**src/rtl/freq_div_frac_if.sv**
```systemverilog
// Bus bundle for the fractional clock divider: run control, divisor programming and divided outputs.
// cfg_load is a one-cycle request with no back-pressure: a legal load is answered by one cfg_ack pulse
// when it takes effect (a later load may supersede it), an illegal load by one cfg_err pulse a cycle later.
interface freq_div_frac_if #(
  parameter int INT_W  = 8,
  parameter int FRAC_W = 8
);
  logic              en;
  logic [INT_W-1:0]  div_int;
  logic [FRAC_W-1:0] div_num;
  logic [FRAC_W-1:0] div_den;
  logic              cfg_load;
  logic              cfg_ack;
  logic              cfg_err;
  logic              clk_out;
  logic              tick;
  logic [1:0]        dbg_state;

  modport master (
    output en, div_int, div_num, div_den, cfg_load,
    input  cfg_ack, cfg_err, clk_out, tick, dbg_state
  );

  modport slave (
    input  en, div_int, div_num, div_den, cfg_load,
    output cfg_ack, cfg_err, clk_out, tick, dbg_state
  );
endinterface

```
**src/rtl/freq_div_frac.sv**
```systemverilog
// Fractional clock divider: first-order accumulator picks div_int or div_int+1 cycles per period,
// each period is high for floor(P/2) cycles then low for the rest; outputs trail the FSM by one register.
module freq_div_frac #(
  parameter int INT_W   = 8,
  parameter int FRAC_W  = 8,
  parameter int DEF_INT = 2
) (
  input logic           clk,
  input logic           rst,
  freq_div_frac_if.slave bus
);

  localparam int CNT_W = INT_W + 1;
  localparam int ACC_W = FRAC_W + 1;

  typedef enum logic [1:0] {
    S_IDLE = 2'd0,
    S_HIGH = 2'd1,
    S_LOW  = 2'd2
  } state_t;

  state_t            state_q, state_d;
  logic [CNT_W-1:0]  cnt_q, cnt_d;
  logic [CNT_W-1:0]  lo_q, lo_d;
  logic [ACC_W-1:0]  acc_q, acc_d;
  logic [INT_W-1:0]  act_int_q, act_int_d, shd_int_q, shd_int_d;
  logic [FRAC_W-1:0] act_num_q, act_num_d, shd_num_q, shd_num_d;
  logic [FRAC_W-1:0] act_den_q, act_den_d, shd_den_q, shd_den_d;
  logic              pend_q, pend_d;
  logic              start_ack_q, start_ack_d;
  logic              clk_out_q, clk_out_d;
  logic              tick_q, tick_d;
  logic              ack_q, ack_d;
  logic              err_q, err_d;

  logic              cfg_legal, load_ok, expire, start, idle_apply, apply, roll;
  logic [INT_W-1:0]  use_int;
  logic [FRAC_W-1:0] use_num, use_den;
  logic [ACC_W-1:0]  acc_base, acc_sum;
  logic [CNT_W-1:0]  period, hi_len, lo_len;

  always_comb begin
    cfg_legal  = (bus.div_int >= INT_W'(2)) && (bus.div_den != '0) && (bus.div_num < bus.div_den);
    load_ok    = bus.cfg_load && cfg_legal;
    expire     = (cnt_q == CNT_W'(1));
    start      = bus.en && ((state_q == S_IDLE) || ((state_q == S_LOW) && expire));
    idle_apply = pend_q && (state_q == S_IDLE) && !bus.en;
    apply      = pend_q && (start || idle_apply);

    // A config applied at a period start governs that very period, with a fresh accumulator.
    use_int  = apply ? shd_int_q : act_int_q;
    use_num  = apply ? shd_num_q : act_num_q;
    use_den  = apply ? shd_den_q : act_den_q;
    acc_base = apply ? '0 : acc_q;
    acc_sum  = acc_base + {1'b0, use_num};
    roll     = (acc_sum >= {1'b0, use_den});
    period   = {1'b0, use_int} + {{INT_W{1'b0}}, roll};
    hi_len   = period >> 1;
    lo_len   = period - hi_len;

    state_d     = state_q;
    cnt_d       = cnt_q;
    lo_d        = lo_q;
    acc_d       = acc_q;
    act_int_d   = act_int_q;
    act_num_d   = act_num_q;
    act_den_d   = act_den_q;
    shd_int_d   = shd_int_q;
    shd_num_d   = shd_num_q;
    shd_den_d   = shd_den_q;
    pend_d      = pend_q;
    start_ack_d = 1'b0;

    case (state_q)
      S_HIGH: begin
        if (expire) begin
          state_d = S_LOW;
          cnt_d   = lo_q;
        end else begin
          cnt_d = cnt_q - CNT_W'(1);
        end
      end
      S_LOW: begin
        if (expire) state_d = S_IDLE;
        else        cnt_d   = cnt_q - CNT_W'(1);
      end
      default: state_d = S_IDLE;
    endcase

    if (start) begin
      state_d = S_HIGH;
      cnt_d   = hi_len;
      lo_d    = lo_len;
      acc_d   = roll ? (acc_sum - {1'b0, use_den}) : acc_sum;
    end

    if (apply) begin
      act_int_d   = shd_int_q;
      act_num_d   = shd_num_q;
      act_den_d   = shd_den_q;
      pend_d      = 1'b0;
      start_ack_d = start;
      if (!start) acc_d = '0;
    end

    // A load in the same cycle as a start only reaches the shadow; it waits for the next start.
    if (load_ok) begin
      shd_int_d = bus.div_int;
      shd_num_d = bus.div_num;
      shd_den_d = bus.div_den;
      pend_d    = 1'b1;
    end

    clk_out_d = (state_q == S_HIGH);
    tick_d    = clk_out_d && !clk_out_q;
    ack_d     = start_ack_q || idle_apply;
    err_d     = bus.cfg_load && !cfg_legal;
  end

  always_ff @(posedge clk) begin
    if (!rst) begin
      state_q     <= S_IDLE;
      cnt_q       <= '0;
      lo_q        <= '0;
      acc_q       <= '0;
      act_int_q   <= INT_W'(DEF_INT);
      act_num_q   <= '0;
      act_den_q   <= FRAC_W'(1);
      shd_int_q   <= INT_W'(DEF_INT);
      shd_num_q   <= '0;
      shd_den_q   <= FRAC_W'(1);
      pend_q      <= 1'b0;
      start_ack_q <= 1'b0;
      clk_out_q   <= 1'b0;
      tick_q      <= 1'b0;
      ack_q       <= 1'b0;
      err_q       <= 1'b0;
    end else begin
      state_q     <= state_d;
      cnt_q       <= cnt_d;
      lo_q        <= lo_d;
      acc_q       <= acc_d;
      act_int_q   <= act_int_d;
      act_num_q   <= act_num_d;
      act_den_q   <= act_den_d;
      shd_int_q   <= shd_int_d;
      shd_num_q   <= shd_num_d;
      shd_den_q   <= shd_den_d;
      pend_q      <= pend_d;
      start_ack_q <= start_ack_d;
      clk_out_q   <= clk_out_d;
      tick_q      <= tick_d;
      ack_q       <= ack_d;
      err_q       <= err_d;
    end
  end

  assign bus.clk_out   = clk_out_q;
  assign bus.tick      = tick_q;
  assign bus.cfg_ack   = ack_q;
  assign bus.cfg_err   = err_q;
  assign bus.dbg_state = state_q;

endmodule
```
**src/flat_wrapper.sv**
```systemverilog
// flat-port wrapper written by rule: the top's interface ports become plain ports
module freq_div_frac_flat 
#(
  parameter int INT_W   = 8,
  parameter int FRAC_W  = 8,
  parameter int DEF_INT = 2
)
  (clk, rst, bus_en, bus_div_int, bus_div_num, bus_div_den, bus_cfg_load, bus_cfg_ack, bus_cfg_err, bus_clk_out, bus_tick, bus_dbg_state);
  freq_div_frac_if #(.INT_W(INT_W), .FRAC_W(FRAC_W)) bus_i ();
  input logic clk;
  input logic rst;
  input wire logic [$bits(bus_i.en)-1:0] bus_en;
  input wire logic [$bits(bus_i.div_int)-1:0] bus_div_int;
  input wire logic [$bits(bus_i.div_num)-1:0] bus_div_num;
  input wire logic [$bits(bus_i.div_den)-1:0] bus_div_den;
  input wire logic [$bits(bus_i.cfg_load)-1:0] bus_cfg_load;
  output wire logic [$bits(bus_i.cfg_ack)-1:0] bus_cfg_ack;
  output wire logic [$bits(bus_i.cfg_err)-1:0] bus_cfg_err;
  output wire logic [$bits(bus_i.clk_out)-1:0] bus_clk_out;
  output wire logic [$bits(bus_i.tick)-1:0] bus_tick;
  output wire logic [$bits(bus_i.dbg_state)-1:0] bus_dbg_state;
  assign bus_i.en = bus_en;
  assign bus_i.div_int = bus_div_int;
  assign bus_i.div_num = bus_div_num;
  assign bus_i.div_den = bus_div_den;
  assign bus_i.cfg_load = bus_cfg_load;
  assign bus_cfg_ack = bus_i.cfg_ack;
  assign bus_cfg_err = bus_i.cfg_err;
  assign bus_clk_out = bus_i.clk_out;
  assign bus_tick = bus_i.tick;
  assign bus_dbg_state = bus_i.dbg_state;
  freq_div_frac #(.INT_W(INT_W), .FRAC_W(FRAC_W), .DEF_INT(DEF_INT)) u_core (.clk(clk), .rst(rst), .bus(bus_i));
endmodule
```
**config.mk**
```make
export PLATFORM = sky130hd
export DESIGN_NAME = freq_div_frac_flat
export DESIGN_NICKNAME = d
export VERILOG_FILES = /design/src/rtl/freq_div_frac_if.sv /design/src/rtl/freq_div_frac.sv /design/src/flat_wrapper.sv
export SDC_FILE = /design/constraint.sdc
export NUM_CORES = 1
export LEC_CHECK = 0
export ABC_AREA = 1
export ABC_CLOCK_PERIOD_IN_PS = 9610
export BUFFER_PORTS_ARGS = -buffer_cell sky130_fd_sc_hd__buf_4
export CAP_MARGIN = 20
export CORE_MARGIN = 2
export CORE_UTILIZATION = 47
export DETAILED_ROUTE_END_ITERATION = 12
export SETUP_SLACK_MARGIN = 0.02
export SLEW_MARGIN = 25
export SYNTH_ARGS = -nofsm -noshare
export SYNTH_HDL_FRONTEND = slang
export SYNTH_SLANG_ARGS = --single-unit
```
**constraint.sdc**
```tcl
create_clock -name clk -period 9.61 [get_ports clk]
set_input_delay 1.922 -clock clk [delete_from_list [all_inputs] [get_ports clk]]
set_output_delay 1.922 -clock clk [all_outputs]
set_load 0.01 [all_outputs]
```
==> reports/results.txt <==
YS warnings - 0
Post-DRT Antenna Nets - 0
Die Footprint - 11500 µm²
Startpoint types - input port
Initial DRC Count - 229
Vias in the first global route - 4380
Rel. slew slack - 32.8%
Vias per cell - 5.17
Period minus WS final - 7.88 ns
Root Buffer - clkbuf_8
Area leader, netlist - dfxtp_1
Max Clock Freq - 127 MHz
Placed cells - 865
Gate Count Post-Synth - 719
Pwr/cell area - 290 nW/µm²
Final Cycle Share - 82.0%
Initial core utilization - 48.5%
Slew at the pin closest to its max-slew limit - 1.00 ns
Maximum resistive drop on vdd - 176 µV
Final Non-Filler Cells - 881
Ports - 34
RSZ-0062 raised after global routing - no
Register area share after synthesis - 33.2%
Largest family of logic cells by synthesized area - simple AND/OR/NAND/NOR gates
Ys flop type - dfxtp_1
Post-synthesis simple-gate area fraction - 27.9%
First-pass GRT wire length - 20000 µm
Post-CTS Hold Buffers - 0
WHS - 0.416 ns
Initial antenna violation count - 0
Synth area leaders - dfxtp_1 (33%), nand2_1 (11%), inv_1 (8.3%), ha_1 (7.8%), o21ai_0 (6.6%)
Compound-gate portion of the synthesized area - 16.3%
Post-synthesis mux area share - 0%
Synth Area per Inst - 6.96 µm²
Max FO, Critical Path - 53
Fin nets - 801
Maxcap violations - 0
Final worst slack - 1.73 ns
Gr usage total - 22.1%
Site Rows - 37
CORE AREA - 10300 µm²
# setup viols final - 0
Largest net degree at the start of global routing - 54
Post-Syn Area - 5000 µm²
WP data required - 9.88 ns
Port bufs - 33
Worst-path clk slew - 0.09 ns
Met3 Routed Length - 347 µm
Num CTS Buffers - 9
Synth-to-layout area growth - 9.87%
Placer's final routability congestion estimate - 0.878
DIE HEIGHT - 107 µm
Max-slew violation count - 0
Kind of critical path - in -> reg
Count leader, synth - nand2_1
Setup TNS - 0 ns
Ant. Diodes - 0
Adder-Cell Fraction of Synth Area - 8.55%
Die width - 107 µm
Via total after detailed routing - 4558
Post-synth EDFFs - 0
Post-cts resize count - 0
Max incr delay on CP - 0.68 ns
Htree depth - 3
Clock skew - 0.00942 ns
Fin. Hold Viols - 0
Crit path buffers/inverters - 6
Asr flop ratio synth - 0%
Hold crit path type - reg -> reg
Worst Setup End Kind - flop
DR pass1 iterations - 4
Pre-CTS WS - 1.32 ns
CTS tree - yes
Drt total wl - 11700 µm
Leak Pwr - 2.72 nW
Top Metal Used - met4
Maximum buffer depth of the clock tree - 2
Outcome - finished, final reports clean
Total global routing overflow - 0
Top cells by count, synth - nand2_1 (143), inv_1 (110), dfxtp_1 (83), o21ai_0 (66), nor2_1 (58)
Fraction of layout cells with a size suffix above 1 - 13.0%
Fill cell count - 1072
Critical path arrival - 8.16 ns
Metal-1 WL - 5290 µm
Critical path's most frequent cell - nand2_1
Post-DP HPWL - 8730 µm
Unique masters post-synth - 44
Residual DRC - 0
Worst skew pair latency - 0.37 ns
Postcts setup bufs - 0
Share of Yosys cell area claimed by the top area cell type - 33.2%
FF+latch count, synth - 83
XOR/XNOR Fraction of Synth Area - 2.97%
WL/cell - 13.2 µm
Syn_nets - 780
Kind of cell adding the most delay to the critical path - simple AND/OR/NAND/NOR gates
Slowest CP cell - nand2_4
Clk sinks - 83
WL met2 - 5690 µm
-- worst reg2reg max path: cells and delay by family, from the launching register on --
kind / cells / cell delay (ns)
XOR/XNOR: 1 / 0.19
buffers and inverters: 4 / 0.28
AO/OA/AOI/OAI: 5 / 0.70
flip-flops: 1 / 0.42
AND/OR/NAND/NOR: 18 / 3.09
adder cells (fa/ha/maj): 6 / 1.86
-- layout by cell type, fill, tap and decap left out, types with 12 or more instances in the layout --
cell      instances
xor2_1           12
o21ai_0          66
o211ai_1         14
a21oi_1          44
dfxtp_1          83
nand2_1         143
nand3_1          41
ha_1             31
inv_1           109
buf_4            33
nor2_1           57
nand2_2          16
-- logic make-up (layout without fill, tap and decap cells) --
| logic type | Yosys count | in the layout |
|---|---|---|
| AND/OR/NAND/NOR | 298 | 298 |
| AO/OA/AOI/OAI | 146 | 146 |
| buffers and inverters | 142 | 168 |
| flip-flops | 83 | 83 |
| adder cells (fa/ha/maj) | 33 | 33 |
| XOR/XNOR | 17 | 17 |
-- report_power, final --
part	switching, mW	total [mW]	internal, mW	leakage [nW]
clock	0.135	0.238	0.103	0.0893
combinational	0.569	0.909	0.340	1.95
sequential	0.0323	0.446	0.413	0.683
total	0.737	1.59	0.856	2.72
-- final cells by class --
class / instances / area (µm²) / area share [%]
tap: 136 / 170 / 3.09
sequential: 83 / 1660 / 30.2
clock inverter: 6 / 46.3 / 0.842
inverter: 119 / 448 / 8.15
clock buffer: 10 / 138 / 2.50
multi-input combinational: 494 / 2790 / 50.7
timing repair buffer: 33 / 248 / 4.51
-- stage by stage --
| stage | cell area, µm² | power (mW) | util (%) |
|---|---|---|---|
| 2_1_floorplan | 5000 | 1.17 | - |
| 3_5_place_dp | 5310 | 1.36 | 51.5 |
| 5_1_grt | 5500 | 1.77 | 53.3 |
| 4_1_cts | 5500 | 1.60 | 53.2 |
| 6_report | 5500 | 1.59 | 53.3 |
| 3_3_place_gp | 5310 | 1.34 | 51.5 |
-- final timing paths --
check / endpoint / slack [ns] / cells after the start / start
min: u_core.bus.tick / 0.42 / 1 / u_core.bus.clk_out
min reg2reg: u_core.bus.tick / 0.42 / 1 / u_core.bus.clk_out
max: u_core.lo_q[7] / 1.73 / 36 / bus_en
max reg2reg: u_core.lo_q[7] / 2.99 / 34 / u_core.pend_q
-- metal layers --
| layer | GRT usage (%) | vias up |
|---|---|---|
| met5 | 0 | - |
| met4 | 11.4 | 0 |
| met3 | 3.34 | 25 |
| met2 | 37.8 | 74 |
| met1 | 26.7 | 2093 |
| li1 | - | 2366 |
-- state kept, by name, summed over array words and instances, names as in the netlist --
name	count
u_core.act_int_q	8
u_core.act_den_q	8
u_core.shd_int_q	8
u_core.bus.cfg_ack	1
u_core.bus.clk_out	1
u_core.shd_den_q	8
u_core.bus.tick	1
u_core.act_num_q	8
u_core.cnt_q	9
u_core.pend_q	1
u_core.lo_q	9
u_core.start_ack_q	1
u_core.bus.dbg_state	2
u_core.bus.cfg_err	1
u_core.acc_q	9
u_core.shd_num_q	8
No activity file was read; power rests on OpenSTA's default activity.
